--- src/rtl/da3_pkg.sv ---
// Shared types and constants for the PmodDA3 sample feeder.
package da3_pkg;

    localparam int DA3_DATA_W = 16;

    typedef enum logic [1:0] {
        IDLE,
        ISSUE,
        WAIT_DONE
    } da3_feed_state_t;

endpackage

--- src/rtl/da3_sample_feeder_if.sv ---
// Sample stream in, DAC driver handshake out; master is the feeder side.
interface da3_sample_feeder_if;
    import da3_pkg::*;

    logic [DA3_DATA_W-1:0] s_data;
    logic                  s_valid;
    logic                  s_ready;
    logic [DA3_DATA_W-1:0] dac_data;
    logic                  dac_start;
    logic                  dac_done;

    modport master (
        input  s_data, s_valid, dac_done,
        output s_ready, dac_data, dac_start
    );

    modport slave (
        output s_data, s_valid, dac_done,
        input  s_ready, dac_data, dac_start
    );

endinterface

--- src/rtl/da3_sync_fifo.sv ---
// Single-clock FIFO with combinational head; a pushed word is readable the next cycle.
module da3_sync_fifo #(
    parameter int DEPTH = 16,
    parameter int WIDTH = 16
) (
    input  logic                   clk,
    input  logic                   reset,
    input  logic                   push,
    input  logic [WIDTH-1:0]       push_data,
    input  logic                   pop,
    output logic [WIDTH-1:0]       head,
    output logic                   full,
    output logic                   empty,
    output logic [$clog2(DEPTH):0] level
);

    localparam int AW = $clog2(DEPTH);

    logic [WIDTH-1:0] mem [DEPTH];
    logic [AW-1:0]    wr_ptr;
    logic [AW-1:0]    rd_ptr;
    logic [AW:0]      count;
    logic             do_push;
    logic             do_pop;

    assign do_push = push && !full;
    assign do_pop  = pop && !empty;

    always_ff @(posedge clk) begin
        if (do_push) begin
            mem[wr_ptr] <= push_data;
        end
    end

    always_ff @(posedge clk) begin
        if (reset) begin
            wr_ptr <= '0;
            rd_ptr <= '0;
            count  <= '0;
        end else begin
            if (do_push) begin
                wr_ptr <= wr_ptr + AW'(1);
            end
            if (do_pop) begin
                rd_ptr <= rd_ptr + AW'(1);
            end
            case ({do_push, do_pop})
                2'b10:   count <= count + (AW+1)'(1);
                2'b01:   count <= count - (AW+1)'(1);
                default: count <= count;
            endcase
        end
    end

    assign full  = (count == (AW+1)'(DEPTH));
    assign empty = (count == '0);
    assign level = count;
    assign head  = mem[rd_ptr];

endmodule

--- src/rtl/da3_sample_feeder.sv ---
// Paced sample source for the PmodDA3 driver: FIFO, sample-period timer, pending/flag logic, issue FSM.
// Define DA3_FEEDER_HOLD_LAST_EN to re-issue the last sample on an empty-FIFO tick.
module da3_sample_feeder
    import da3_pkg::*;
#(
    parameter int DEPTH    = 16,
    parameter int PERIOD_W = 16
) (
    input  logic                   clk,
    input  logic                   reset,
    input  logic                   enable,
    input  logic [PERIOD_W-1:0]    period,
    input  logic                   clear_flags,
    da3_sample_feeder_if.master    bus,
    output logic [$clog2(DEPTH):0] level,
    output logic                   busy,
    output logic                   underrun,
    output logic                   late
);

    da3_feed_state_t state_q, state_d;

    logic [DA3_DATA_W-1:0] fifo_head;
    logic                  fifo_full;
    logic                  fifo_empty;
    logic                  fifo_pop;
    logic                  fifo_push;

    logic [PERIOD_W-1:0]   count_q;
    logic [PERIOD_W-1:0]   period_q;
    logic [PERIOD_W-1:0]   period_eff;
    logic [PERIOD_W-1:0]   period_act;
    logic                  enable_q;
    logic                  enable_rise;
    logic                  tick;

    logic                  pending_q;
    logic                  go_issue;
    logic                  underrun_set;
    logic                  late_set;
    logic                  issue_pop_q;

    logic [DA3_DATA_W-1:0] dac_data_q;
    logic                  dac_start_q;
    logic                  busy_q;
    logic                  underrun_q;
    logic                  late_q;

    assign fifo_push = bus.s_valid && bus.s_ready;

    da3_sync_fifo #(
        .DEPTH (DEPTH),
        .WIDTH (DA3_DATA_W)
    ) u_fifo (
        .clk       (clk),
        .reset     (reset),
        .push      (fifo_push),
        .push_data (bus.s_data),
        .pop       (fifo_pop),
        .head      (fifo_head),
        .full      (fifo_full),
        .empty     (fifo_empty),
        .level     (level)
    );

    // The first cycle of enable uses the live period so a freshly enabled timer honours it at once.
    assign period_eff  = (period == '0) ? PERIOD_W'(1) : period;
    assign enable_rise = enable && !enable_q;
    assign period_act  = enable_rise ? period_eff : period_q;
    assign tick        = enable && (count_q == period_act - PERIOD_W'(1));

    always_ff @(posedge clk) begin
        if (reset) begin
            enable_q <= 1'b0;
            count_q  <= '0;
            period_q <= PERIOD_W'(1);
        end else begin
            enable_q <= enable;
            if (!enable || tick) begin
                count_q <= '0;
            end else begin
                count_q <= count_q + PERIOD_W'(1);
            end
            if (enable_rise || tick) begin
                period_q <= period_eff;
            end
        end
    end

    always_ff @(posedge clk) begin
        if (reset) begin
            state_q <= IDLE;
        end else begin
            state_q <= state_d;
        end
    end

    always_comb begin
        state_d      = state_q;
        go_issue     = 1'b0;
        underrun_set = 1'b0;
        fifo_pop     = 1'b0;
        case (state_q)
            IDLE: begin
                if (pending_q) begin
                    if (!fifo_empty) begin
                        go_issue = 1'b1;
                        state_d  = ISSUE;
                    end else begin
                        underrun_set = 1'b1;
`ifdef DA3_FEEDER_HOLD_LAST_EN
                        go_issue = 1'b1;
                        state_d  = ISSUE;
`endif
                    end
                end
            end
            ISSUE: begin
                fifo_pop = issue_pop_q;
                state_d  = WAIT_DONE;
            end
            WAIT_DONE: begin
                if (bus.dac_done) begin
                    state_d = IDLE;
                end
            end
            default: state_d = IDLE;
        endcase
    end

    // A new tick outranks the clear from the issue decision so it is never lost.
    assign late_set = tick && pending_q;

    always_ff @(posedge clk) begin
        if (reset || !enable) begin
            pending_q <= 1'b0;
        end else if (tick) begin
            pending_q <= 1'b1;
        end else if (go_issue || underrun_set) begin
            pending_q <= 1'b0;
        end
    end

    always_ff @(posedge clk) begin
        if (reset) begin
            underrun_q <= 1'b0;
            late_q     <= 1'b0;
        end else begin
            if (underrun_set) begin
                underrun_q <= 1'b1;
            end else if (clear_flags) begin
                underrun_q <= 1'b0;
            end
            if (late_set) begin
                late_q <= 1'b1;
            end else if (clear_flags) begin
                late_q <= 1'b0;
            end
        end
    end

    // Head is captured as ISSUE is entered and popped during ISSUE; a hold-last issue never pops.
    always_ff @(posedge clk) begin
        if (reset) begin
            dac_data_q  <= '0;
            dac_start_q <= 1'b0;
            issue_pop_q <= 1'b0;
            busy_q      <= 1'b0;
        end else begin
            dac_start_q <= go_issue;
            issue_pop_q <= go_issue && !fifo_empty;
            busy_q      <= (state_d == WAIT_DONE);
            if (go_issue && !fifo_empty) begin
                dac_data_q <= fifo_head;
            end
        end
    end

    assign bus.s_ready   = !fifo_full;
    assign bus.dac_data  = dac_data_q;
    assign bus.dac_start = dac_start_q;
    assign busy          = busy_q;
    assign underrun      = underrun_q;
    assign late          = late_q;

endmodule

--- src/flat_wrapper.sv ---
// flat-port wrapper written by rule: the top's interface ports become plain ports
module da3_sample_feeder_flat import da3_pkg::*;
#(
    parameter int DEPTH    = 16,
    parameter int PERIOD_W = 16
)
  (clk, reset, enable, period, clear_flags, level, busy, underrun, late, bus_s_data, bus_s_valid, bus_dac_done, bus_s_ready, bus_dac_data, bus_dac_start);
  da3_sample_feeder_if bus_i ();
  input  logic clk;
  input  logic reset;
  input  logic enable;
  input  logic [PERIOD_W-1:0] period;
  input  logic clear_flags;
  output logic [$clog2(DEPTH):0] level;
  output logic busy;
  output logic underrun;
  output logic late;
  input wire logic [$bits(bus_i.s_data)-1:0] bus_s_data;
  input wire logic [$bits(bus_i.s_valid)-1:0] bus_s_valid;
  input wire logic [$bits(bus_i.dac_done)-1:0] bus_dac_done;
  output wire logic [$bits(bus_i.s_ready)-1:0] bus_s_ready;
  output wire logic [$bits(bus_i.dac_data)-1:0] bus_dac_data;
  output wire logic [$bits(bus_i.dac_start)-1:0] bus_dac_start;
  assign bus_i.s_data = bus_s_data;
  assign bus_i.s_valid = bus_s_valid;
  assign bus_i.dac_done = bus_dac_done;
  assign bus_s_ready = bus_i.s_ready;
  assign bus_dac_data = bus_i.dac_data;
  assign bus_dac_start = bus_i.dac_start;
  da3_sample_feeder #(.DEPTH(DEPTH), .PERIOD_W(PERIOD_W)) u_core (.clk(clk), .reset(reset), .enable(enable), .period(period), .clear_flags(clear_flags), .bus(bus_i), .level(level), .busy(busy), .underrun(underrun), .late(late));
endmodule
--- config.mk ---
export PLATFORM = sky130hd
export DESIGN_NAME = da3_sample_feeder_flat
export DESIGN_NICKNAME = d
export VERILOG_FILES = /design/src/rtl/da3_pkg.sv /design/src/rtl/da3_sample_feeder_if.sv /design/src/rtl/da3_sync_fifo.sv /design/src/rtl/da3_sample_feeder.sv /design/src/flat_wrapper.sv
export SDC_FILE = /design/constraint.sdc
export NUM_CORES = 1
export LEC_CHECK = 0
export CAP_MARGIN = 20
export CORE_MARGIN = 1.5
export CORE_UTILIZATION = 42
export CTS_CLUSTER_SIZE = 14
export DETAILED_ROUTE_END_ITERATION = 7
export PLACE_DENSITY_LB_ADDON = 0.12
export SLEW_MARGIN = 20
export SYNTH_ARGS = -nofsm -noshare
export SYNTH_HDL_FRONTEND = slang
export SYNTH_HIERARCHICAL = 1
export SYNTH_SLANG_ARGS = --single-unit
export TNS_END_PERCENT = 20
--- constraint.sdc ---
create_clock -name clk -period 5.3 [get_ports clk]
set_clock_uncertainty 0.15 [all_clocks]
set_input_delay 1.06 -clock clk [delete_from_list [all_inputs] [get_ports clk]]
set_output_delay 1.06 -clock clk [all_outputs]
set_load 0.005 [all_outputs]
==> key figures <==
Yosys
  • Synth top area share: between 50% and 60%
  • Synth Net Count: between 900 and 1000
  • Asr flop ratio synth: 0%
  • Yosys reg bits: 330
  • Sequential share of the synthesized area: around 66%
  • Gate Count Post-Synth: approximately 900
  • Synth warnings: 6
  • Synth top area cells: edfxtp_1 55%, dfxtp_1 11%, mux4_2 10%
  • Count leader, synth: edfxtp_1
  • Post-synthesis cell type count: 77
  • Mapped cell area: approximately 14000 µm²
  • Number of flops mapped to enable cells by yosys: approximately 260
  • Synth cell count leaders: 256 x edfxtp_1, 74 x dfxtp_1, 68 x nor2_1
  • Syn avg cell area: between 15 and 20 µm²
  • Top FF cell, synth: edfxtp_1
  • Synth area leader: edfxtp_1

Clock network
  • Root Driver: clkbuf_16
  • Hold_buf cts: 0
  • Post-CTS sizing: 0
  • Setup Buffers After CTS: 0
  • H-tree Lvls: 2
  • CTS Buf Count: 37
  • Clock Tree Buf Depth: 3
  • CTS Sinks: 330
  • Clock Latency Late Sink: around 0.52 ns
  • CTS clk-pin slew, worst paths: roughly 0.060 ns
  • CTS tree: yes

Timing
  • Tcrit/Tclk final: between 80% and 90%
  • Setup Total Neg Slack: 0 ns
  • Slew HR: approximately a quarter
  • Max-slew violations: 0
  • Post-layout minimum cycle time: 4.32 ns
  • Setup violators final: 0
  • Final Hold Fails: 0
  • Least-Margin Pin Slew: approximately 1.1 ns
  • Max Fclk: 0.232 GHz
  • RSZ-0062 raised after global routing: no

Placed design
  • Inst Count DP: 1385
  • Dpl hpwl: between 15 and 20 mm
  • Number of port buffers: between 60 and 70
  • Final GP Congestion: roughly 0.80

GRT
  • Vias in the first global route: roughly 8000
  • Largest net degree at the start of global routing: 76
  • First-pass GRT wire length: approximately 47 mm
  • Gr usage total: a little under a fifth
  • Remaining Overflow, GRT: 0
  • Initial antenna violation count: 1

Drt
  • Drt total wl: approximately 31 mm
  • DR pass1 iterations: 4
  • Routed Antenna Nets: 0
  • Drt initial violations: 533
  • Vias/cell: 5.41
  • Vias: 7835
  • DRC: 0
  • WL/cell: about 22 µm

Cells and area
  • Antenna cells: 0
  • Final #Nets: about 1000
  • Non-Filler Instances: between 1000 and 1500
  • Area delta synth->final: 16.8%
  • Fillers: 2763
  • Ratio of cells with drive above 1 in the final layout: between 15 and 20%

Power and ir drop
  • Peak VDD IR: roughly 0.23 mV
  • Pwr Total: around 0.0056 W
  • Power Density: 342 nW/µm²
  • LEAKAGE: between 5 and 6 nW

Floorplanning
  • DIE WIDTH: roughly 190 µm
  • Die H: between 150 and 200 µm
  • Top-Level Pins: between 60 and 70
  • Cell Rows: 66
  • Initial Utilization: a little over two fifths
  • Core area: roughly 33000 µm²
  • Total die area: 34200 µm²

Critical path
  • CP arrival: 4.55 ns
  • Critical Path Most Common Cell: nor3_1
  • Worst Setup End Kind: flip-flop
  • Critical path's slowest cell: a311o_1
  • Number of buffers and inverters on the critical path: 2
  • Crit path max fanout: 15
  • Cell family with most CP delay: simple AND/OR/NAND/NOR gates
  • Crit Reg-Reg Endpoint: u_core/count_q[5]
  • Worst path required time: ~5.5 ns
  • Reg2Reg Depth: 9
  • Startpoint types: input pin
  • Crit Path Class: in -> reg
  • CP Cell Sequence: clkdlybuf4s50_1 -> nor4_1 -> nand4_1 -> nor3_1 -> o22a_1 -> inv_1 -> ha_1 -> and4_1 -> nor3_1 -> a31oi_1 -> a211oi_2 -> a311o_1 -> nor2_1
  • Crit Reg-Reg Startpoint: u_core/enable_q
  • R2R setup slack: roughly 1.8 ns
  • Critical Path Max Stage Delay: 0.62 ns

Outcome
  • Status: finished, final reports clean

Hold path
  • Hold depth: 2
  • Path category of the worst min-delay check: reg -> reg
  • End of the worst hold path: u_core/late
  • Hold Path Origin: u_core/late

Flow run
  • Maxcap violations: 0
==> kinds of logic after synthesis <==
| logic type | synth area share, % |
|---|---|
| AOI/OAI and AO/OA | 5.86 |
| xor gates and xnor gates | 2.44 |
| adders and majority gates | 0.899 |
| buffers and inverters | 2.34 |
| DFF | 65.9 |
| muxes | 13.1 |
| and+or+nand+nor | 9.47 |
==> layout by cell type, fill, tap and decap left out, types with 27 or more instances in the layout <==
cell / n
edfxtp_1: 256
dfxtp_1: 72
nand2_1: 67
mux4_2: 64
clkdlybuf4s50_1: 62
nor2_1: 56
clkbuf_16: 38
nand2b_1: 36
mux2i_1: 33
a22oi_1: 32
buf_4: 27
==> through the flow <==
stage	hold WS, ns	setup WS [ns]	instance area (µm²)	utilization [%]
after global placement	0.295	0.457	15100	46.2
after floorplan	0.298	1.41	13900	-
after CTS	0.308	0.954	16300	49.8
after detailed placement	0.299	0.417	15100	46.2
final	0.303	0.981	16300	49.8
after global routing	0.329	0.655	16300	49.8
==> per-layer routing <==
metal / up-vias / track usage (%) / routed length (µm)
li1: 3628 / - / -
met4: 2 / 4.13 / 388
met3: 34 / 3.07 / 1460
met2: 167 / 31.7 / 15400
met5: - / 0 / 13
met1: 4004 / 25.7 / 14200
==> registers in the layout, indices dropped and copies added (netlist names), named ones only <==
signal                flops
u_core/bus.dac_data      16
u_core/bus.dac_start      1
u_core/busy               1
u_core/count_q           16
u_core/enable_q           1
u_core/issue_pop_q        1
u_core/late               1
u_core/pending_q          1
u_core/period_q          16
u_core/state_q            2
u_core/u_fifo/level       5
u_core/u_fifo/mem       256
u_core/u_fifo/rd_ptr      4
u_core/u_fifo/wr_ptr      4
u_core/underrun           1
==> worst register-to-register path: cells and delay by family (launching register included) <==
kind | cells | cell delay, ns
DFF | 1 | 0.57
AOI/OAI and AO/OA | 3 | 1.42
buffers and inverters | 1 | 0.28
and+or+nand+nor | 5 | 0.95
==> final cells by class <==
| class | count | area, µm² | share of cell area (%) |
|---|---|---|---|
| multi-input cells | 509 | 4480 | 27.5 |
| repair buffers | 90 | 828 | 5.10 |
| inverters | 14 | 52.6 | 0.323 |
| flip-flops and latches | 330 | 9170 | 56.4 |
| clock inverters | 20 | 175 | 1.08 |
| well taps | 442 | 553 | 3.40 |
| clock buffers | 44 | 993 | 6.11 |
==> report_power, final <==
| part | leakage [nW] | total (W) | internal [W] | switching, W |
|---|---|---|---|---|
| Combinational | 1.81 | 0.000279 | 0.000113 | 0.000166 |
| Sequential | 2.91 | 0.00285 | 0.00282 | 0.0000217 |
| Clock | 0.569 | 0.00243 | 0.00144 | 0.000994 |
| Total | 5.30 | 0.00556 | 0.00438 | 0.00118 |
==> how the worst max path moves through the flow <==
stage / from / endpoint / slack, ns / depth (start not counted)
after floorplan: enable / u_core/period_q[10] / 1.41 / 16
after global placement: period[10] / u_core/count_q[10] / 0.46 / 13
after detailed placement: period[10] / u_core/count_q[4] / 0.42 / 13
after CTS: period[10] / u_core/count_q[4] / 0.95 / 13
after global routing: period[10] / u_core/count_q[5] / 0.66 / 13
final: period[10] / u_core/count_q[5] / 0.98 / 13
Power figures use the tool's default switching activity.
